--- src/rtl/uart_tx_engine.sv ---
// UART transmit engine: pops bytes from the APB TX FIFO and sends start, 8 data (LSB first),
// optional 9th and stop bits. Define UART_TX_PARITY_EN to make the 9th bit even parity.
module uart_tx_engine #(
   parameter int unsigned DATA_W = 8,
   parameter int unsigned OSR_HI = 16,
   parameter int unsigned OSR_LO = 8
) (
   input  logic       pclk,
   input  logic       prst,
   input  logic       apb_tx_en,
   input  logic [7:0] apb_data,
   input  logic [7:0] apb_brg,
   input  logic       apb_bsel,
   input  logic       apb_d9,
   output logic       tx_txff_rd,
   output logic       tx_busy,
   output logic       uart_txd
);

   typedef enum logic [2:0] {StIdle, StStart, StData, StNinth, StStop} state_e;

   localparam logic [3:0] OsrHiLast = 4'(OSR_HI - 1);
   localparam logic [3:0] OsrLoLast = 4'(OSR_LO - 1);
   localparam logic [2:0] DataLast  = 3'(DATA_W - 1);

   state_e     state_q;
   logic [7:0] psc_q;
   logic [3:0] tick_q;
   logic [2:0] bit_idx_q;
   logic [7:0] shreg_q;
   logic       ninth_bit;
   logic       os_tick;
   logic       bit_end;

`ifdef UART_TX_PARITY_EN
   logic par_q;

   always_ff @(posedge pclk) begin
      if (prst) begin
         par_q <= 1'b0;
      end else if (state_q == StIdle && apb_tx_en) begin
         par_q <= ^apb_data;
      end
   end

   assign ninth_bit = par_q;
`else
   assign ninth_bit = 1'b1;
`endif

   // Baud rate inputs are used live; the APB side only changes them while disabled.
   always_comb begin
      os_tick = (psc_q == apb_brg);
      bit_end = os_tick && (tick_q == (apb_bsel ? OsrLoLast : OsrHiLast));
   end

   always_ff @(posedge pclk) begin
      if (prst) begin
         state_q    <= StIdle;
         psc_q      <= 8'd0;
         tick_q     <= 4'd0;
         bit_idx_q  <= 3'd0;
         shreg_q    <= 8'd0;
         tx_txff_rd <= 1'b0;
         tx_busy    <= 1'b0;
         uart_txd   <= 1'b1;
      end else begin
         tx_txff_rd <= 1'b0;

         // Every state change happens on bit_end, so clearing there also clears on transitions.
         if (state_q == StIdle || bit_end) begin
            psc_q  <= 8'd0;
            tick_q <= 4'd0;
         end else if (os_tick) begin
            psc_q  <= 8'd0;
            tick_q <= tick_q + 4'd1;
         end else begin
            psc_q <= psc_q + 8'd1;
         end

         case (state_q)
            StIdle: begin
               if (apb_tx_en) begin
                  state_q    <= StStart;
                  shreg_q    <= apb_data;
                  bit_idx_q  <= 3'd0;
                  tx_txff_rd <= 1'b1;
                  tx_busy    <= 1'b1;
                  uart_txd   <= 1'b0;
               end
            end
            StStart: begin
               if (bit_end) begin
                  state_q  <= StData;
                  uart_txd <= shreg_q[0];
                  shreg_q  <= {1'b0, shreg_q[7:1]};
               end
            end
            StData: begin
               if (bit_end) begin
                  bit_idx_q <= bit_idx_q + 3'd1;
                  shreg_q   <= {1'b0, shreg_q[7:1]};
                  if (bit_idx_q == DataLast) begin
                     if (apb_d9) begin
                        state_q  <= StNinth;
                        uart_txd <= ninth_bit;
                     end else begin
                        state_q  <= StStop;
                        uart_txd <= 1'b1;
                     end
                  end else begin
                     uart_txd <= shreg_q[0];
                  end
               end
            end
            StNinth: begin
               if (bit_end) begin
                  state_q  <= StStop;
                  uart_txd <= 1'b1;
               end
            end
            StStop: begin
               if (bit_end) begin
                  state_q  <= StIdle;
                  tx_busy  <= 1'b0;
                  uart_txd <= 1'b1;
               end
            end
            default: begin
               state_q  <= StIdle;
               tx_busy  <= 1'b0;
               uart_txd <= 1'b1;
            end
         endcase
      end
   end

endmodule

--- config.mk ---
export PLATFORM = sky130hd
export DESIGN_NAME = uart_tx_engine
export DESIGN_NICKNAME = d
export VERILOG_FILES = /design/src/rtl/uart_tx_engine.sv
export SDC_FILE = /design/constraint.sdc
export NUM_CORES = 1
export LEC_CHECK = 0
export CORE_MARGIN = 1
export CORE_UTILIZATION = 55
export CTS_CLUSTER_DIAMETER = 50
export DETAILED_ROUTE_END_ITERATION = 7
export PLACE_DENSITY = 0.86
export SYNTH_ARGS = -nofsm -noshare
export SYNTH_HDL_FRONTEND = slang
export SYNTH_SLANG_ARGS = --single-unit
--- constraint.sdc ---
create_clock -name pclk -period 4.98 [get_ports pclk]
set_input_delay 0.747 -clock pclk [delete_from_list [all_inputs] [get_ports pclk]]
set_output_delay 0.747 -clock pclk [all_outputs]
set_load 0.01 [all_outputs]
# Yosys cells after proc, flatten, opt, wreduce, memory -nomap -nowiden
# Index checks and enable logic that the tools add are counted.
[totals]
regBits = 29
word_cells = 69
[classes]
n_addsub = 3
eq_ne = 15
muxes = 25
bitwise = 2
n_reduce_logical = 16
[ops]
columns = ["op", "count"]
rows = [
  ["3-bit 2-to-1 mux", 9],
  ["8-bit 2-to-1 mux", 2],
  ["8-bit case mux with 2 select lines", 1],
  ["3-bit case mux with 5 select lines", 1],
  ["2-bit != test (second input constant)", 6],
  ["3-bit AND reduction", 3],
  ["8-bit by 1-bit adder with 8-bit output (second input constant)", 1],
  ["8-bit equality test", 1],
  ["1-bit 2-to-1 mux", 8],
  ["2-bit OR reduction", 4],
  ["3-bit by 2-bit equality test with 1-bit output (second input constant)", 2],
  ["3-bit equality test (second input constant)", 2],
  ["3-bit case mux with 2 select lines", 1],
  ["6-bit AND reduction", 1],
  ["3-bit OR reduction", 2],
  ["4-bit by 1-bit adder with 4-bit output (second input constant)", 1],
  ["4-bit equality test", 1],
  ["4-bit 2-to-1 mux", 1],
  ["2-bit by 1-bit != test with 1-bit output (second input constant)", 2],
  ["1-bit case mux with 4 select lines", 1],
  ["4-bit AND reduction", 1],
  ["2-bit nonzero test", 2],
  ["3-bit by 1-bit adder with 3-bit output (second input constant)", 1],
  ["3-bit by 1-bit equality test with 1-bit output (second input constant)", 1],
  ["5 further kinds", 6],
]

# Longest topological paths before layout
# Gate-level depths: netlist of the first run.
[depth]
ltp_word = 5
mapped_depth = 7
ltp_nobuf = 7

# Worst setup path after synthesis of the first run
# OpenSTA, ideal clock, no wires.
[synth_timing]
path_kind = "in2reg"
startpoint = "input apb_brg[3]"
endpoint = "register shreg_q[0]"
setup_ps = 87
arrival_time_ps = 2066
required_time_ps = 4893
slack_ps = 2826
path_stages = 6
path_cell_list = "xor2_1 > nor4_4 > nand4_2 > and2_4 > buf_6 > o31ai_1"
[synth_between]
elab_chain_cells = 4
[synth_rtl]
columns = ["item", "line", "source"]
rows = [
  ["start: declaration", "12", "input logic [7:0] apb_brg,"],
  ["8-bit equality test", "53", "os_tick = (psc_q == apb_brg);"],
  ["1-bit logical AND", "54", "bit_end = os_tick && (tick_q == (apb_bsel ? OsrLoLast : OsrHiLast));"],
  ["2-bit by 1-bit != test with 1-bit output (no line)", "--", ""],
  ["3-bit AND reduction (no line)", "--", ""],
  ["end signal: assignment", "85", "shreg_q <= apb_data;"],
  ["end signal: assignment", "96", "shreg_q <= {1'b0, shreg_q[7:1]};"],
  ["end signal: assignment", "102", "shreg_q <= {1'b0, shreg_q[7:1]};"],
  ["end: declaration", "30", "logic [7:0] shreg_q;"],
]
# Every way passes these cells.
# A chain may end at the register's enable or synchronous reset.

# Worst setup path in the final report of the first run
[layout_timing]
startpoint = "input apb_brg[3]"
endpoint = "register state_q[0]"
[layout_between]
elab_chain_cells = 4
[layout_rtl]
columns = ["item", "line", "source"]
rows = [
  ["8-bit equality test (*)", "53", ""],
  ["1-bit logical AND (*)", "54", ""],
  ["2-bit != test (no line)", "--", ""],
  ["6-bit AND reduction (no line) (*)", "--", ""],
  ["end signal: assignment", "59", "state_q <= StIdle;"],
  ["end signal: assignment", "84", "state_q <= StStart;"],
  ["end signal: assignment", "94", "state_q <= StData;"],
  ["end: declaration", "26", "state_e state_q;"],
]
# Every way passes the cells marked *; elsewhere a longest branch is shown, timed or not.

==> out/metrics.yaml, run 1 <==
run_status:
  status: "completed"
worst_setup_path:
  crit_chain: "clkdlybuf4s50_1 > xor2_1 > nor4_4 > nand3_2 > and3_1 > or3_1"
  cpLargestDelayFamily: "simple AND/OR/NAND/NOR gates"
  critical-path-max-stage-delay_ps: 440
  crit-reg2reg-capture: "state_q[0]"
  reg2reg_depth: 5
  critPathKind: "in -> reg"
  worst-path-buf-inv: 1
  r2r_start: "psc_q[3]"
  critical_path_peak_fanout: 15
  reg2reg_slack_ps: 2930
  startpoint_type: "input port"
  critPathRequiredTime_ps: 5200
  crit_path_end_kind: "flop"
  slowest_stage: "nor4_4"
  cp.arrival_ps: 2730
placed_design:
  gp_congestion: 0.772
  hpwl_um: 2120
  dpl_cell_area_mm2: 0.00175
  place_ws_ps: 2140
  numPortBuffers: 23
finish:
  fin_nets: 210
  drive_above_1_share_pct: 11.8
  area_growth_syn_to_layout_pct: 18.3
  num_antenna_cells: 0
  fillers: 208
  fin_area_mm2: 0.00182
power:
  power_density_mw_per_mm2: 266
  max-vdd-ir-drop_v: 0.000225
  p_leak_nw: 0.671
logic_synthesis:
  yosys.area_share.simple_pct: 26.1
  yosysUniqueCellTypes: 38
  muxShareOfSynthArea_pct: 5.19
  synth_top_area_share_pct: 37.7
  async_flop_share_pct: 0
  synthCells: 164
  synth-seq-cells: 29
  synth_fp_nets: 189
  ys_warn_count: 0
  yosys.area_share.adder_pct: 3.25
  synth_flop_cell: "dfxtp_1"
  synth_xor_area_share_pct: 10.8
  synth_top_family_by_area: "simple AND/OR/NAND/NOR gates"
  postSynthAreaPerCell_um2: 9.40
  synth-compound-area-share_pct: 12.4
  synth_edf_count: 0
  synth_seq_area_share_pct: 37.7
  netlist_area_mm2: 0.00154
  synth_area_leaders: "dfxtp_1, xor2_1, mux2i_1"
  yosys.area.top_type: "dfxtp_1"
timing:
  setup_viol: 0
  fin_worst_skew_ps: 6.39
  relSlewSlack_pct: 42.5
  tns_ps: 0
  slew_viol_final: 0
  timing.fmax_mhz: 400
  fin_crit_ps: 2500
  worst_slack_ps: 2480
  post-route-period-util_pct: 50.3
  tightest_slew_ps: 859
  hold_viol_final: 0
  rsz0062_at_grt: "no"
floorplan:
  start_util_pct: 60.0
  dieHeight_um: 54.9
  core_area_mm2: 0.00257
  rows: 18
  ioPinCount: 24
  die_area_mm2: 0.00302
  die_w_um: 54.9
drt:
  num_vias: 1244
  drt_drc_violations_left: 0
  drt_iter0_markers: 36
  routed_via_density: 5.76
  wire_per_inst_um: 13.6
  dr.pass1.iters: 4
  final_antenna_net_count: 0
  wl_um: 2940
clock_network:
  cts_tree: "built"
  htree_levels: 2
  clockBufferDepth: 2
  cts_setup_buffers: 0
  clock_latency_ps: 330
  path_clk_slew_ps: 90
  cts_num_sinks: 29
  cts_resized: 0
  numCtsBuffers: 5
  cts_root_buffer: "clkbuf_4"
  ctsHoldBuffers: 0
grt:
  grt_usage_pct: 23.0
  antenna_found_initial: 0
  grt_pass1_wl_um: 4770
  grt_pass1_vias: 1164
  grt_max_degree: 27
  gr-total-overflow: 0
hold_path:
  holdPathStages: 2
  min-delay-path-class: "reg -> reg"
  whs_endpoint: "shreg_q[7]"
  hold_start: "shreg_q[7]"
run:
  drv_cap: 0
how the worst max path moves through the flow:
stage	to	cells after the start	slack [ps]	start
after floorplan	shreg_q[0]	6	2830	apb_brg[3]
after global placement	state_q[0]	6	2190	apb_brg[3]
after detailed placement	state_q[0]	6	2140	apb_brg[3]
after CTS	state_q[0]	6	2480	apb_brg[3]
after global routing	state_q[0]	6	2420	apb_brg[3]
final	state_q[0]	6	2480	apb_brg[3]
worst min-delay path, stage by stage (launching register included):
cell	delay, ps
dfxtp_1	320
nand3_1	60
a21oi_1	50
cell usage after synthesis, types with 3 or more instances:
master    count
or3_1         4
o211ai_1      3
clkbuf_1      5
xor2_1       13
and3_1        3
xnor2_1       6
nand3_1       7
o21ai_0       3
a21oi_1       5
mux2i_1       8
dfxtp_1      29
o31ai_2       5
nor2_1       21
ha_1          4
nand2_1       7
inv_1         4
nand4b_1      7
nor3_1        6
cell families after synthesis:
| kind of cell | Yosys count |
|---|---|
| and+or+nand+nor | 67 |
| adders and majority gates | 4 |
| muxes | 8 |
| buffers and inverters | 13 |
| AOI/OAI and AO/OA | 24 |
| xor gates and xnor gates | 19 |
| DFF | 29 |
registers in the layout (all words and copies together), names as in the netlist:
name / count
tx_txff_rd: 1
bit_idx_q: 3
tick_q: 4
uart_txd: 1
psc_q: 8
tx_busy: 1
shreg_q: 8
state_q: 3
final cells by class:
cell class / count / area, µm² / share of cell area [%]
tap: 30 / 37.5 / 2.06
timing repair buffer: 23 / 230 / 12.6
clock buffer: 7 / 65.1 / 3.57
inverter: 4 / 15.0 / 0.824
sequential: 29 / 581 / 31.8
clock inverter: 1 / 5.00 / 0.275
multi-input combinational: 122 / 890 / 48.8
cell usage in the layout (no fill, tap or decap), types with 6 or more instances in the layout:
cell type / instances
dfxtp_1: 29
xnor2_1: 6
nor3_1: 6
xor2_1: 13
clkdlybuf4s50_1: 23
nand4b_1: 7
nand3_1: 7
mux2i_1: 8
nand2_1: 7
nor2_1: 21
metrics by stage:
step / utilization, % / total power (W) / cells / hold WS [ps]
6_report: 71.0 / 0.000485 / 216 / 477
5_1_grt: 71.0 / 0.000508 / 216 / 493
4_1_cts: 71.0 / 0.000489 / 216 / 481
3_5_place_dp: 68.3 / 0.000327 / 208 / 466
3_3_place_gp: 68.3 / 0.000324 / 208 / 454
2_1_floorplan: - / 0.000299 / 164 / 443
layer usage:
| layer | part of all wire [%] | GRT usage [%] | vias up |
|---|---|---|---|
| li1 | - | - | 626 |
| met2 | 50 | 41.0 | 33 |
| met4 | 1.6 | 8.75 | 0 |
| met1 | 42 | 24.7 | 578 |
| met5 | 0 | 0 | - |
| met3 | 6.1 | 8.20 | 7 |
power breakdown:
part | internal [W] | switching (W)
combinational | 0.0000385 | 0.0000347
clock | 0.0000817 | 0.0000818
sequential | 0.000241 | 0.00000721
Power figures use the tool's default switching activity.
==> run 2: changes to the inputs <==
--- a/config.mk
+++ b/config.mk
@@ -6,10 +6,10 @@
 export NUM_CORES = 1
 export LEC_CHECK = 0
 export CORE_MARGIN = 1
-export CORE_UTILIZATION = 55
+export CORE_UTILIZATION = 48
 export CTS_CLUSTER_DIAMETER = 50
 export DETAILED_ROUTE_END_ITERATION = 7
-export PLACE_DENSITY = 0.86
+export PLACE_DENSITY = 0.8
 export SYNTH_ARGS = -nofsm -noshare
 export SYNTH_HDL_FRONTEND = slang
 export SYNTH_SLANG_ARGS = --single-unit
==> constraint.sdc (replaced) <==
create_clock -name pclk -period 2.2 [get_ports pclk]
set_input_delay 0.33 -clock pclk [delete_from_list [all_inputs] [get_ports pclk]]
set_output_delay 0.33 -clock pclk [all_outputs]
set_load 0.01 [all_outputs]
==> run 2 against run 1 <==
Utilization down 8.7 points. Sequential share of layout area down 1.3 points. Total power up 120%. Sequential power up 130%. Clock skew up 8.6 ps. Clock power up 100%. Setup slack worse by 2100 ps.
==> out/metrics.yaml, run 2 (synthesis results as in run 1) <==
grt:
  grt_pass1_vias: 1234
  grt_usage_pct: 20.2
  gr-total-overflow: 0
  antenna_found_initial: 0
  grt_pass1_wl_um: 5200
  grt_max_degree: 21
power:
  seq_power_share_pct: 52.3
  p_leak_nw: 0.707
  power_density_mw_per_mm2: 564
  clkPwrFrac_pct: 31.1
  pwr-share-comb_pct: 16.6
  switching_share_pct: 26.1
  power_switching_w: 0.000280
  max-vdd-ir-drop_v: 0.000404
  p_int_w: 0.000792
clock_network:
  clockBufferDepth: 2
  cts_tree: "built"
  ctsHoldBuffers: 0
  cts_setup_buffers: 0
  clock_latency_ps: 340
  cts_resized: 0
  path_clk_slew_ps: 90
  htree_levels: 2
  cts_root_buffer: "clkbuf_4"
  numCtsBuffers: 5
  cts_num_sinks: 29
timing:
  slew_viol_final: 0
  timing.fmax_mhz: 539
  rsz0062_at_grt: "no"
  setup_viol: 0
  tns_ps: 0
  fin_worst_skew_ps: 15.0
  fin_crit_ps: 1860
  hold_viol_final: 0
  tightest_slew_ps: 340
  post-route-period-util_pct: 84.4
  relSlewSlack_pct: 77.2
worst_setup_path:
  reg2reg_depth: 7
  critPathRequiredTime_ps: 2450
  crit_path_end_kind: "flop"
  critical_path_peak_fanout: 3
  startpoint_type: "flop"
  cp.arrival_ps: 2100
  r2r_start: "bit_idx_q[0]"
  reg2reg_slack_ps: 340
  crit-reg2reg-capture: "state_q[2]"
  critPathKind: "reg -> reg"
run_status:
  status: "completed"
hold_path:
  hold_start: "shreg_q[7]"
  holdPathStages: 2
  min-delay-path-class: "reg -> reg"
  whs_endpoint: "shreg_q[7]"
run:
  drv_cap: 0
finish:
  fin_area_mm2: 0.00190
  final_common_cell: "dfxtp_1"
  fin_nets: 220
  top_regs: "psc_q (8), shreg_q (8), tick_q (4)"
  fillers: 264
  num_antenna_cells: 0
  drive_above_1_share_pct: 15.4
  area_growth_syn_to_layout_pct: 23.3
  mostFrequentLayoutCells: "dfxtp_1, clkdlybuf4s50_1, nor2_1"
floorplan:
  start_util_pct: 50.5
  die_area_mm2: 0.00344
  ioPinCount: 24
  core_area_mm2: 0.00305
  dieHeight_um: 58.7
  rows: 20
  die_w_um: 58.7
drt:
  final_antenna_net_count: 0
  dr.pass1.iters: 4
  drt_drc_violations_left: 0
  routed_via_density: 5.30
  num_vias: 1267
  drt_iter0_markers: 30
  wire_per_inst_um: 12.7
  wl_um: 3030
placed_design:
  hpwl_um: 2310
  dpl_cell_area_mm2: 0.00185
  gp_congestion: 0.761
  numPortBuffers: 23
-- run 2: changes by cell type in the layout (fill, tap and decap cells not counted) --
cell and change:
clkinv_2 -1, buf_4 +10, clkbuf_1 +1, clkbuf_8 -1
-- run 2: worst max-delay path, cell delays in order (launching register included) --
cell and delay [ps]:
dfxtp_1 360, ha_1 160, ha_1 190, nor2_1 60, nor3b_1 190, nor2_1 60, or4b_2 620, o32ai_1 130
-- run 2: worst max path at each step --
stage	start	to	depth (start not counted)
finish	bit_idx_q[0]	state_q[2]	7
floorplan	psc_q[3]	shreg_q[0]	6
CTS	bit_idx_q[0]	state_q[2]	7
global route	bit_idx_q[0]	state_q[2]	7
global placement	apb_brg[3]	state_q[0]	6
detailed placement	apb_brg[0]	state_q[0]	6
-- run 2: cell type report --
cell class	instances	area, µm²	share of cell area (%)
Tap cell	44	55.1	2.90
Timing Repair Buffer	33	305	16.1
Inverter	4	15.0	0.790
Multi-Input combinational cell	122	890	46.8
Clock buffer	7	55.1	2.90
Sequential cell	29	581	30.5
-- run 2: per-layer routing --
metal / global-route usage (%) / wire, µm / vias up
met5: 0 / 0 / -
met4: 9.18 / 58 / 0
met3: 4.84 / 128 / 9
met2: 36.3 / 1530 / 26
met1: 22.6 / 1300 / 585
li1: - / - / 647
-- run 2: through the flow --
stage                     instances  hold WS (ps)  total power (W)  setup WS (ps)  utilization (%)
after floorplan                 164           410         0.000678            439                -
after global placement          232           462         0.000746           69.3             60.5
final                           239           474          0.00107            344             62.3
after global routing            239           501          0.00111            220             62.3
after CTS                       239           478          0.00108            325             62.3
after detailed placement        232           467         0.000752           20.2             60.5
-- run 2: power groups by stage --
stage | Sequential, W | Combinational (W) | Clock [W]
floorplan | 0.000570 | 0.000108 | 0
global placement | 0.000572 | 0.000174 | 0
detailed placement | 0.000573 | 0.000179 | 0
CTS | 0.000561 | 0.000180 | 0.000339
global route | 0.000563 | 0.000193 | 0.000358
finish | 0.000561 | 0.000178 | 0.000333
